==> src/rtl/instruction_sequencer.sv <==
// Three-phase fetch/decode/execute sequencer with flow-control op-codes,
// a return-address LIFO and one level-sensitive, maskable interrupt.
module instruction_sequencer #(
  parameter int DATA_WIDTH  = 8,
  parameter int ADDR_WIDTH  = 8,
  parameter int STACK_DEPTH = 16,
  parameter int IRQ_VECTOR  = 1
) (
  input  logic                             clock,
  input  logic                             reset_s2_n,
  input  logic                             step_enable,
  input  logic [3*DATA_WIDTH-1:0]          ir,
  input  logic [3:0]                       sr,
  input  logic                             irq_req,
  output logic [ADDR_WIDTH-1:0]            pc_out,
  output logic [DATA_WIDTH-1:0]            op_code,
  output logic [DATA_WIDTH-1:0]            op1,
  output logic [DATA_WIDTH-1:0]            op2,
  output logic                             exec_strobe,
  output logic                             irq_ack,
  output logic [$clog2(STACK_DEPTH+1)-1:0] sp_out,
  output logic                             halted,
  output logic                             stack_overflow,
  output logic                             stack_underflow
);
  localparam int SP_W  = $clog2(STACK_DEPTH + 1);
  localparam int IDX_W = $clog2(STACK_DEPTH);
  localparam logic [SP_W-1:0]       SP_FULL = SP_W'(STACK_DEPTH);
  localparam logic [ADDR_WIDTH-1:0] IRQ_PC  = ADDR_WIDTH'(IRQ_VECTOR);

  localparam logic [DATA_WIDTH-1:0] OP_JMP  = DATA_WIDTH'(8'h20);
  localparam logic [DATA_WIDTH-1:0] OP_BREQ = DATA_WIDTH'(8'h21);
  localparam logic [DATA_WIDTH-1:0] OP_BRNE = DATA_WIDTH'(8'h22);
  localparam logic [DATA_WIDTH-1:0] OP_BRGE = DATA_WIDTH'(8'h23);
  localparam logic [DATA_WIDTH-1:0] OP_BRGT = DATA_WIDTH'(8'h24);
  localparam logic [DATA_WIDTH-1:0] OP_BRLE = DATA_WIDTH'(8'h25);
  localparam logic [DATA_WIDTH-1:0] OP_BRLT = DATA_WIDTH'(8'h26);
  localparam logic [DATA_WIDTH-1:0] OP_CALL = DATA_WIDTH'(8'h27);
  localparam logic [DATA_WIDTH-1:0] OP_RET  = DATA_WIDTH'(8'h28);
  localparam logic [DATA_WIDTH-1:0] OP_RETI = DATA_WIDTH'(8'h29);
  localparam logic [DATA_WIDTH-1:0] OP_EI   = DATA_WIDTH'(8'h2A);
  localparam logic [DATA_WIDTH-1:0] OP_DI   = DATA_WIDTH'(8'h2B);

  typedef enum logic [2:0] {S_FETCH, S_DECODE, S_EXECUTE, S_IRQ, S_HALT} state_t;

  state_t                  state_q, state_d;
  logic [ADDR_WIDTH-1:0]   pc_q, pc_d;
  logic [DATA_WIDTH-1:0]   op_code_q, op_code_d, op1_q, op1_d, op2_q, op2_d;
  logic [SP_W-1:0]         sp_q, sp_d;
  logic                    ie_q, ie_d;
  logic                    ovf_q, ovf_d, unf_q, unf_d;

  logic [ADDR_WIDTH-1:0]   stack_mem [STACK_DEPTH];
  logic                    push_en;
  logic [IDX_W-1:0]        push_idx, pop_idx;
  logic [ADDR_WIDTH-1:0]   target;
  logic                    n_flag, z_flag;
  logic [1:0]              unused_sr;

  assign n_flag    = sr[3];
  assign z_flag    = sr[2];
  assign unused_sr = sr[1:0];
  assign target    = op1_q[ADDR_WIDTH-1:0];
  assign push_idx  = IDX_W'(sp_q);
  assign pop_idx   = IDX_W'(sp_q - 1'b1);

  always_comb begin
    state_d   = state_q;
    pc_d      = pc_q;
    op_code_d = op_code_q;
    op1_d     = op1_q;
    op2_d     = op2_q;
    sp_d      = sp_q;
    ie_d      = ie_q;
    ovf_d     = ovf_q;
    unf_d     = unf_q;
    push_en   = 1'b0;
    if (step_enable) begin
      case (state_q)
        S_FETCH: state_d = (irq_req && ie_q) ? S_IRQ : S_DECODE;
        S_DECODE: begin
          op_code_d = ir[3*DATA_WIDTH-1:2*DATA_WIDTH];
          op1_d     = ir[2*DATA_WIDTH-1:DATA_WIDTH];
          op2_d     = ir[DATA_WIDTH-1:0];
          pc_d      = pc_q + 1'b1;
          state_d   = S_EXECUTE;
        end
        S_EXECUTE: begin
          state_d = S_FETCH;
          case (op_code_q)
            OP_JMP:  pc_d = target;
            OP_BREQ: if (z_flag) pc_d = target;
            OP_BRNE: if (!z_flag) pc_d = target;
            OP_BRGE: if (!n_flag) pc_d = target;
            OP_BRGT: if (!n_flag && !z_flag) pc_d = target;
            OP_BRLE: if (n_flag || z_flag) pc_d = target;
            OP_BRLT: if (n_flag) pc_d = target;
            OP_CALL: begin
              if (sp_q == SP_FULL) begin
                ovf_d   = 1'b1;
                state_d = S_HALT;
              end else begin
                push_en = 1'b1;
                sp_d    = sp_q + 1'b1;
                pc_d    = target;
              end
            end
            OP_RET, OP_RETI: begin
              if (sp_q == '0) begin
                unf_d   = 1'b1;
                state_d = S_HALT;
              end else begin
                sp_d = sp_q - 1'b1;
                pc_d = stack_mem[pop_idx];
                if (op_code_q == OP_RETI) ie_d = 1'b1;
              end
            end
            OP_EI:   ie_d = 1'b1;
            OP_DI:   ie_d = 1'b0;
            default: ;
          endcase
        end
        S_IRQ: begin
          // A full stack cannot save the return address, so the interrupt faults.
          if (sp_q == SP_FULL) begin
            ovf_d   = 1'b1;
            state_d = S_HALT;
          end else begin
            push_en = 1'b1;
            sp_d    = sp_q + 1'b1;
            pc_d    = IRQ_PC;
            ie_d    = 1'b0;
            state_d = S_FETCH;
          end
        end
        default: state_d = S_HALT;
      endcase
    end
  end

  always_ff @(posedge clock) begin
    if (!reset_s2_n) begin
      state_q   <= S_FETCH;
      pc_q      <= '0;
      op_code_q <= '0;
      op1_q     <= '0;
      op2_q     <= '0;
      sp_q      <= '0;
      ie_q      <= 1'b0;
      ovf_q     <= 1'b0;
      unf_q     <= 1'b0;
    end else begin
      state_q   <= state_d;
      pc_q      <= pc_d;
      op_code_q <= op_code_d;
      op1_q     <= op1_d;
      op2_q     <= op2_d;
      sp_q      <= sp_d;
      ie_q      <= ie_d;
      ovf_q     <= ovf_d;
      unf_q     <= unf_d;
    end
  end

  // Return addresses are always the already-advanced pc.
  always_ff @(posedge clock) begin
    if (reset_s2_n && push_en) stack_mem[push_idx] <= pc_q;
  end

  assign pc_out          = pc_q;
  assign op_code         = op_code_q;
  assign op1             = op1_q;
  assign op2             = op2_q;
  assign sp_out          = sp_q;
  assign halted          = (state_q == S_HALT);
  assign stack_overflow  = ovf_q;
  assign stack_underflow = unf_q;
  assign exec_strobe     = step_enable && (state_q == S_EXECUTE);
  assign irq_ack         = step_enable && (state_q == S_IRQ);
endmodule

==> config.mk <==
export PLATFORM = sky130hd
export DESIGN_NAME = instruction_sequencer
export DESIGN_NICKNAME = d
export VERILOG_FILES = /design/src/rtl/instruction_sequencer.sv
export SDC_FILE = /design/constraint.sdc
export NUM_CORES = 1
export LEC_CHECK = 0
export CAP_MARGIN = 10
export CORE_MARGIN = 5
export CORE_UTILIZATION = 45
export DETAILED_ROUTE_END_ITERATION = 10
export GPL_TIMING_DRIVEN = 0
export PLACE_DENSITY = 0.66
export SYNTH_ARGS = -nofsm -noshare
export SYNTH_HDL_FRONTEND = slang
export SYNTH_SLANG_ARGS = --single-unit
==> constraint.sdc <==
create_clock -name clock -period 4 [get_ports clock]
set_input_delay 0.8 -clock clock [delete_from_list [all_inputs] [get_ports clock]]
set_output_delay 0.8 -clock clock [all_outputs]
set_load 0.01 [all_outputs]
; ---- After elaboration in Yosys (flattened, before gate mapping)
; Memories as Yosys holds them, arrays and structs flattened.
; Cells that the tools add are included.
[totals]
mem_count = 1
in_bits = 32
word_cells = 97
ramBits = 128
latchBits = 0
regBits = 43
rom_bits = 0
[mem_list]
columns = memory, depth, width, rd, rd_ports_with_merged_regs, write_ports, line
row1 = stack_mem, 16, 8, 1, 0, 1, 53  ; logic [ADDR_WIDTH-1:0] stack_mem [STACK_DEPTH];
[classes]
bitwise = 0
reduce_logical = 19
n_lt_le_gt_ge = 0
n_addsub = 3
div = 0
n_eq_ne = 31
shifts = 0
n_mul = 0
n_mux = 34
[ops]
columns = operator, count
row1 = $eq 8x6->1 const B, 12
row2 = $mux 8, 9
row3 = $pmux 8 s9, 1
row4 = $ne 3x3->1 const B, 9
row5 = $pmux 8 s3, 1
row6 = $pmux 5 s2, 2
row7 = $pmux 3 s4, 1
row8 = $reduce_and 12->1, 1
row9 = $mux 1, 10
row10 = $mux 5, 2
row11 = $ne 10x1->1 const B, 1
row12 = $add 8x1->8 const B, 1
row13 = $reduce_and 4->1, 2
row14 = $eq 3x2->1 const B, 2
row15 = $mux 3, 2
row16 = $pmux 1 s2, 3
row17 = $pmux 3 s2, 1
row18 = $reduce_and 6->1, 1
row19 = $add 5x1->5 const B, 1
row20 = $eq 5x5->1 const B, 1
row21 = $logic_and 1x1->1, 5
row22 = $logic_not 5->1, 1
row23 = $sub 5x1->5 const B, 1
row24 = $ne 4x1->1 const B, 1
row25 = other kinds (15), 16

; ---- Depth between registers and ports, before layout
; Gate-level depths: netlist of the first run.
[logic_depth]
ltp_word = 8
mapped_depth = 12
depth_no_buf = 8

; ---- Least setup slack after synthesis of the first run
; OpenSTA, ideal clock, no wires.
[synth_path]
path_kind = reg2reg
startpoint = reg sp_q[0], in the netlist sp_out[0]
endpoint = reg pc_q[3], in the netlist pc_out[3]
required_time_ns = 3.878
arrival_ns = 2.960
setup_slack_ns = 0.918
path_stages_with_launch = 11
path_cell_list = dfxtp_1 buf_2 buf_2 inv_1 ha_1 clkbuf_1 clkbuf_1 mux4_2 mux4_2 a221oi_2 a21oi_1
[synth_via]
elab_chain_cells = 5
elab_cells_between_ends = 11
cone_classes = add/sub: 1 / eq/ne: 4 / mux: 3 / reduce/logical: 2 / memory: 1
[synth_rtl]
columns = item, line
row1 = start: declaration, 49  ; logic [SP_W-1:0] sp_q, sp_d;
row2 = start signal: assignment, 158  ; sp_q <= sp_d;
row3 = $sub 5x1->5, n/a
row4 = $mem_v2 16x8, n/a
row5 = $mux 8, 109  ; if (sp_q == '0) begin
row6 = $pmux 8 s9, 90  ; case (op_code_q)
row7 = $pmux 8 s3, 79  ; case (state_q)
row8 = end signal: assignment, 154  ; pc_q <= pc_d;
row9 = end: declaration, 47  ; logic [ADDR_WIDTH-1:0] pc_q, pc_d;
; Parallel ways exist; a longest one is shown, timed or not. The select of a mux whose other input is x is not followed.
; A chain may end at the register's enable or synchronous reset.

; ---- Final worst setup path of the first run
[layout_path]
startpoint = reg sp_q[0], in the netlist sp_out[0]
endpoint = mem stack_mem[9][0], enable pin
[layout_via]
elab_chain_cells = 8
[layout_rtl]
columns = item, line
row1 = $eq 5x5->1, "99, 125"
row2 = $mux 1, "99, 125"
row3 = $mux 1, 90
row4 = $pmux 1 s2, 79
row5 = $mux 1, 78  ; if (step_enable) begin
row6 = $logic_and 1x1->1, 167  ; if (reset_s2_n && push_en) stack_mem[push_idx] <= pc_q;
row7 = $mux 1, 167
row8 = $mux 1 (not written as such), 167
row9 = end: declaration, 53
; Parallel ways exist; a longest one is shown, timed or not.

==> reports/summary.md, run 1 <==
The max-slew headroom at the worst pin is 0.305. The slowest stage of the critical path belongs to the cell nor2_1. The max-slew violation count came out at 0.

The average cell area after synthesis works out to 14.6 um^2. Cell at the root of the clock tree: clkbuf_16. Entering global routing, the biggest net connects 24 pins.

The run gives 6 as the number of iterations in the first detailed-routing pass. The leakage power is 2.86 nW. For this run, the number of Yosys warnings is 0. The worst hold path belongs to the class reg2reg. For the pin with the worst max-slew slack, the measured transition is 1040 ps. Once placement completed, the tool counted placed cells totaling 791. The design draws 3.77 mW. The H-tree was split into 4 levels. The post-layout minimum cycle time was 3810 ps. The share of final-layout standard cells stronger than drive strength 1 was 0.165. The number of port buffers came out at 71. Summed over all nets, the half-perimeter wirelength after detailed placement is 11.6 mm.

At the end of routability-driven placement, the weighted congestion stood at 0.857. The count of final setup violators was 0. For this design, the sink count on the clock tree is 171.

The logs give 0.189 for the all-layer global routing usage and 1277 for the count of filler cells inserted in the layout. The count of endpoints failing hold in the final timing report is 0, and the post-detailed-route wirelength per cell is 20.7 um. In this run, the number of DRC markers left after iteration 0 of detailed routing was 340. Global routing finished with a remaining overflow of 0. The top cell type's share of synthesized area is 0.526, and the sequential cell fraction of total power is 0.518. The tools report the floorplan core area as 15900 um^2. The number of cells on the worst reg-to-reg path was 9. The detailed-route vias per instance was 5.66; the post-synthesis sequential area ratio was 0.644. The count of antenna diodes in the layout came out at 0. Derived from the worst setup path, the maximum achievable clock frequency is 263 MHz. Summing all non-filler instances in the final layout gives an area of 8900 um^2. After detailed placement, the total cell area comes to 8310 um^2. Setup repair after global routing left no endpoint under its margin. The logs give 0.829 mW for the power dissipated by switching net loads and 0.435 for the power share of the clock group. Synthesis instantiated 64 different standard cells from the library.

The number of buffers created by CTS is 17. Counting both buffers and inverters, the worst setup path holds a total of 3. TritonCTS built the clock tree. Between clock sinks in the finished design, the worst skew comes to 12.2 ps. The portion of the clock cycle consumed by the worst path in the final layout is 0.952.

The number of antenna violations at the first check in global routing is 0. The post-route worst setup slack was 191 ps; the clock latency at the later pin of the worst-skew pair was 430 ps. Startpoint class of the critical path: a flip-flop. The power density over the cells was 424 nW/um^2. The run gives 17.0 mm as the total wirelength of the detailed-routed design. The synthesized design spends more area on one cell type than any other, namely edfxtp_1. The combinational group share of total power came out at 0.047.

In this run the remaining antenna-violating nets after routing total 0. Row generation in the floorplan step produced 46 rows. The count of flip-flops with a built-in enable after synthesis was 128. After clock tree synthesis, the clock-pin slew on the worst setup and hold paths is 70 ps.

OpenSTA, run right after detailed placement, puts the worst setup slack at 215 ps. Global-route wire length before repair: 26.2 mm. The starting density of the core was 0.460; the maximum fanout count along the critical path was 10. The mapped netlist covers 7310 um^2.

Traced cell by cell, the critical path runs through buf_2, buf_2, inv_1, ha_1, nand3_1, nand2_1, nor3_1, nand2_1, nor2_1. The hold buffer count at cts is 0, and the via count is 4660. The critical path class is reg2reg. The run gives 823 as the non-filler instance count after layout. The area growth from synthesis to layout is 21.8%. For the utilization after layout, the log shows 0.560. The cell family contributing the most delay on the critical path is simple AND/OR/NAND/NOR gates.

From left edge to right edge, the die measures 137 um. After detailed routing, the number of remaining DRC violations is 0. The flow ran to the end, and the final reports show no timing, DRC or antenna violations. Net count of the mapped netlist: 538. The leading cell type by number of instances after synthesis was edfxtp_1. The arrival time reported for the critical path endpoint came out at 3850 ps. Counting along the longest clock path gives a buffer depth of 2. Synthesis produced a netlist whose cell count is 500. In this run the vertical extent of the chip is 137 um. During I/O placement, the number of pins put on the boundary was 74. STA puts the critical path data required time at 4040 ps.

The cell count along the critical path was 9. In the post-synthesis netlist, the biggest area contributors are edfxtp_1 (53%), dfxtp_1 (12%), mux4_2 (11%). The largest single stage delay on the critical path is 830 ps. The share of flip-flops with an asynchronous set or reset was 0; the switching part of the total power was 0.220.

The via count of the first global-routing pass was 4571. Max-cap violations in this run came to 0. The worst setup path is captured at a flip-flop. The worst hold path was traced through 2 stages. The floorplan step defined a die boundary enclosing 18900 um^2.

The worst-case IR drop observed on VDD is 304 uV. The post-synthesis register bit count came out at 171. In the synthesized netlist the dominant register cell turns out to be edfxtp_1. The tools report the final-stage net count as 632. The internal power of the cells is 2.94 mW. The commonest cells after synthesis are edfxtp_1 (128), nand2_1 (71), dfxtp_1 (43).
==> metal layers <==
layer	vias up	GRT usage	share of wire
li1	2118	-	-
met1	2374	0.259	0.44
met2	154	0.307	0.49
met3	14	0.0438	0.061
met4	0	0.0466	0.010
met5	-	0	0
==> worst reg2reg max path, cell delays in order, from the launching register on <==
cell and delay [ps]:
dfxtp_1 430, buf_2 240, buf_2 340, inv_1 220, ha_1 300, nand3_1 280
nand2_1 90, nor3_1 460, nand2_1 230, nor2_1 830
==> power by group through the flow <==
stage                     Clock, mW  Sequential (mW)  Combinational, mW
after global placement            0             1.99              0.176
after CTS                      1.66             1.95              0.180
after global routing           1.75             1.96              0.194
final                          1.64             1.95              0.179
after detailed placement          0             1.99              0.178
after floorplan                   0             1.98             0.0896
==> path summary, 6_finish.rpt <==
path                               end  slack (ps)              startpoint
max          stack_mem[9][0]$_DFFE_PP_         190  sp_out[0]$_SDFFE_PN0P_
min                op2[3]$_SDFFE_PN0P_         450     op2[3]$_SDFFE_PN0P_
max reg2reg  stack_mem[9][0]$_DFFE_PP_         190  sp_out[0]$_SDFFE_PN0P_
min reg2reg        op2[3]$_SDFFE_PN0P_         450     op2[3]$_SDFFE_PN0P_
==> flip-flops by register name, indices dropped and copies added, names as in the netlist <==
register         count
stack_underflow      1
sp_out               5
op2                  8
ie_q                 1
state_q              3
stack_mem          128
op1                  8
op_code              8
stack_overflow       1
pc_out               8
==> final cells by class <==
class / count / area [um^2] / area share
flip-flops and latches: 171 / 4700 / 0.528
multi-input cells: 296 / 2450 / 0.275
repair buffers: 75 / 736 / 0.0826
clock buffers: 17 / 425 / 0.0478
well taps: 216 / 270 / 0.0304
clock inverters: 15 / 160 / 0.0180
plain buffers: 27 / 134 / 0.0150
inverters: 6 / 22.5 / 0.00253
==> cells in the final DEF (no fill, tap or decap), types with 9 or more instances in the layout <==
| cell type | Yosys | layout |
|---|---|---|
| nand2_1 | 71 | 71 |
| dfxtp_1 | 43 | 43 |
| clkbuf_16 | 0 | 17 |
| nor3_1 | 10 | 10 |
| clkbuf_1 | 16 | 15 |
| edfxtp_1 | 128 | 128 |
| a21boi_1 | 18 | 18 |
| buf_2 | 7 | 9 |
| clkdlybuf4s50_1 | 0 | 71 |
| a21oi_1 | 18 | 18 |
| mux4_2 | 37 | 37 |
| nor2_1 | 24 | 23 |
==> kinds of logic after synthesis <==
logic type / share of synthesized area
fa+ha+maj: 0.0103
simple gates: 0.0974
compound gates: 0.0899
mux: 0.127
flops: 0.644
xor+xnor: 0.0104
buf+inv: 0.0212
==> metrics by stage <==
step	hold slack, ps	TNS, ps
finish	454	0
detailed placement	445	0
global placement	443	-126
CTS	454	0
global route	474	0
floorplan	479	0
==> timing repair <==
action / CTS / global route
gates resized for setup: 0 / 3
setup endpoints to repair: 0 / 4
buffers inserted: 0 / 0
No activity file was read; power rests on OpenSTA's default activity.
==> run 2, diff against run 1 <==
TNS_END_PERCENT = 20   (was not set)
==> results of run 2 <==
No change in the layout: final DEF, timing and power equal those of run 1.
==> run 3, diff against run 2 <==
CTS_BUF_LIST = sky130_fd_sc_hd__clkbuf_16   (was not set)
==> results of run 3 <==
No change in the layout: final DEF, timing and power equal those of run 1.
==> RTL change (flow settings as in run 1) <==
Re-encode `state_t` (5 states) as one-hot, 5 bits wide.
--- a/src/rtl/instruction_sequencer.sv
+++ b/src/rtl/instruction_sequencer.sv
@@ -41,7 +41,7 @@
   localparam logic [DATA_WIDTH-1:0] OP_EI   = DATA_WIDTH'(8'h2A);
   localparam logic [DATA_WIDTH-1:0] OP_DI   = DATA_WIDTH'(8'h2B);
 
-  typedef enum logic [2:0] {S_FETCH, S_DECODE, S_EXECUTE, S_IRQ, S_HALT} state_t;
+  typedef enum logic [4:0] {S_FETCH = 5'b00001, S_DECODE = 5'b00010, S_EXECUTE = 5'b00100, S_IRQ = 5'b01000, S_HALT = 5'b10000} state_t;
 
   state_t                  state_q, state_d;
   logic [ADDR_WIDTH-1:0]   pc_q, pc_d;
Formal check against the unedited RTL: no difference found for any inputs over 4 cycles, from zero or initial values and one cycle with reset_s2_n low; so few cycles prove little.
==> RTL change against run 1 <==
- design area up 1.5%
- combinational power down 46%
- wire length up 1.5%
- sequential cell count up 2
- non-clock buffer count down 3
- synthesized cell count up 5.6%
- worst setup slack better by 0.028 ns
- total power down 0.67%
- via count up 1.9%
- synthesized area up 1.7%
==> RTL change: results (changes against run 1) <==
Synthesis
  • Synth area leaders: edfxtp_1, dfxtp_1, mux4_2, nand2_1, a21boi_0
  • Post-synth top cells: edfxtp_1, nand2_1, dfxtp_1, mux4_2, nor2_1
  • Syn_area_per_cell: 14.08 sq um (-3.7%)
  • Synth Area in Adders: 1.010% (-0.017 points)
  • Synth Area in XOR/XNOR: 1.531% (+0.49 points)
  • Post-Syn Nets: 566 (+5.2%)
  • Compound-Gate Fraction of Synth Area: 8.852% (-0.14 points)
  • Cell variety after synth: 61 (-4.7%)
  • Multiplexer share of the synthesized area: 12.00% (-0.70 points)
  • Register area share after synthesis: 63.82% (-0.56 points)

Critical path
  • Critical Path AT: 4.09 ns (+0.24 ns)
  • Worst-path fanout max: 19 (+9)
  • Slowest stage cell on the critical path: clkbuf_2
  • Delay-heaviest family, CP: buffers and inverters
  • Max incr delay on CP: 0.56 ns (-0.27 ns)

Timing
  • Rel. slew slack: 32.32% (+1.8 points)
  • Clock Skew: 0.009693 ns (-0.002553 ns)

Run status
  • Status: finished clean

Cells and area
  • Clock buffer count: 18 (+1)
  • Fill cell count: 1268 (-0.70%)
  • Fraction of layout cells with a size suffix above 1: 14.47% (-2.0 points)
  • Multi-input combinational cell count: 319 (+7.8%)
  • Nets: 654 (+3.5%)
  • Post-route insts no fill: 849 (+3.2%)
  • NonClk Buf Share: 9.120% (-0.65 points)
  • Multi-input gate share of total cell area: 28.41% (+0.88 points)
  • Fin util: 55.11% (-0.94 points)
  • Buffers, non-clock: 99 (-2.9%)

Global routing
  • M3 GR Usage: 4.517% (+0.13 points)
  • First-pass GRT wire length: 26900 um (+2.8%)
  • Met1 global-route usage: 24.28% (-1.6 points)
  • Vias in the first global route: 4822 (+5.5%)
  • GRT Overall Usage: 18.23% (-0.66 points)
  • Largest net degree at the start of global routing: 23 (-4.2%)

Power and ir drop
  • Comb pwr share: 2.6% (-2.1 points)
  • Power per cell area: 414.3 nW/um^2 (-2.2%)
  • P_int: 2.965 mW (+0.79%)
  • Maximum VDD drop: 0.3215 mV (+5.8%)
  • Leakage: 3.026 nW (+5.9%)

Place
  • Port Buffers: 70 (-1.4%)
  • GPL Wtd Cong: 0.8157 (-4.9%)
  • Pre-CTS setup slack: -0.6871 ns (-0.9020 ns)
  • Placed insts: 818 (+3.4%)
  • Detailed placement HPWL: 12100 um (+4.0%)

Clock tree
  • Post-CTS sizing: 3 (+3)
  • Clock Sinks: 173 (+1.2%)

Floorplanning
  • Num rows: 47 (+2.2%)

Detailed routing
  • Met2 WL post-DR: 8500 um (+1.4%)
  • Met3 wire length: 803 um (-22%)
  • DR WL/cell: 20.37 um (-1.6%)
  • M1 WL: 7643 um (+2.6%)
  • DRT iter0 DRCs: 449 (+32%)
  • Via density: 5.595 (-1.2%)
## RTL change: cell types whose count changed in the layout (fill, tap and decap cells not counted), moves of 6 or more
cell / change
and2_1: +6
a21boi_1: -17
a21oi_1: -10
nor2_1: +6
nand3_1: +6
a22oi_1: +11
a21boi_0: +18
clkbuf_1: +7
mux2_2: +7
## RTL change: worst paths after layout
| check | from | endpoint | slack, ns | cells after the start |
|---|---|---|---|---|
| setup reg to reg | sp_out[0]$_SDFFE_PN0P_ | pc_out[6]$_SDFFE_PN0P_ | 0.22 | 9 |
| setup / recovery | sp_out[0]$_SDFFE_PN0P_ | pc_out[6]$_SDFFE_PN0P_ | 0.22 | 9 |
| hold reg to reg | op2[7]$_SDFFE_PN0P_ | op2[7]$_SDFFE_PN0P_ | 0.47 | 2 |
| hold / removal | op2[7]$_SDFFE_PN0P_ | op2[7]$_SDFFE_PN0P_ | 0.47 | 2 |
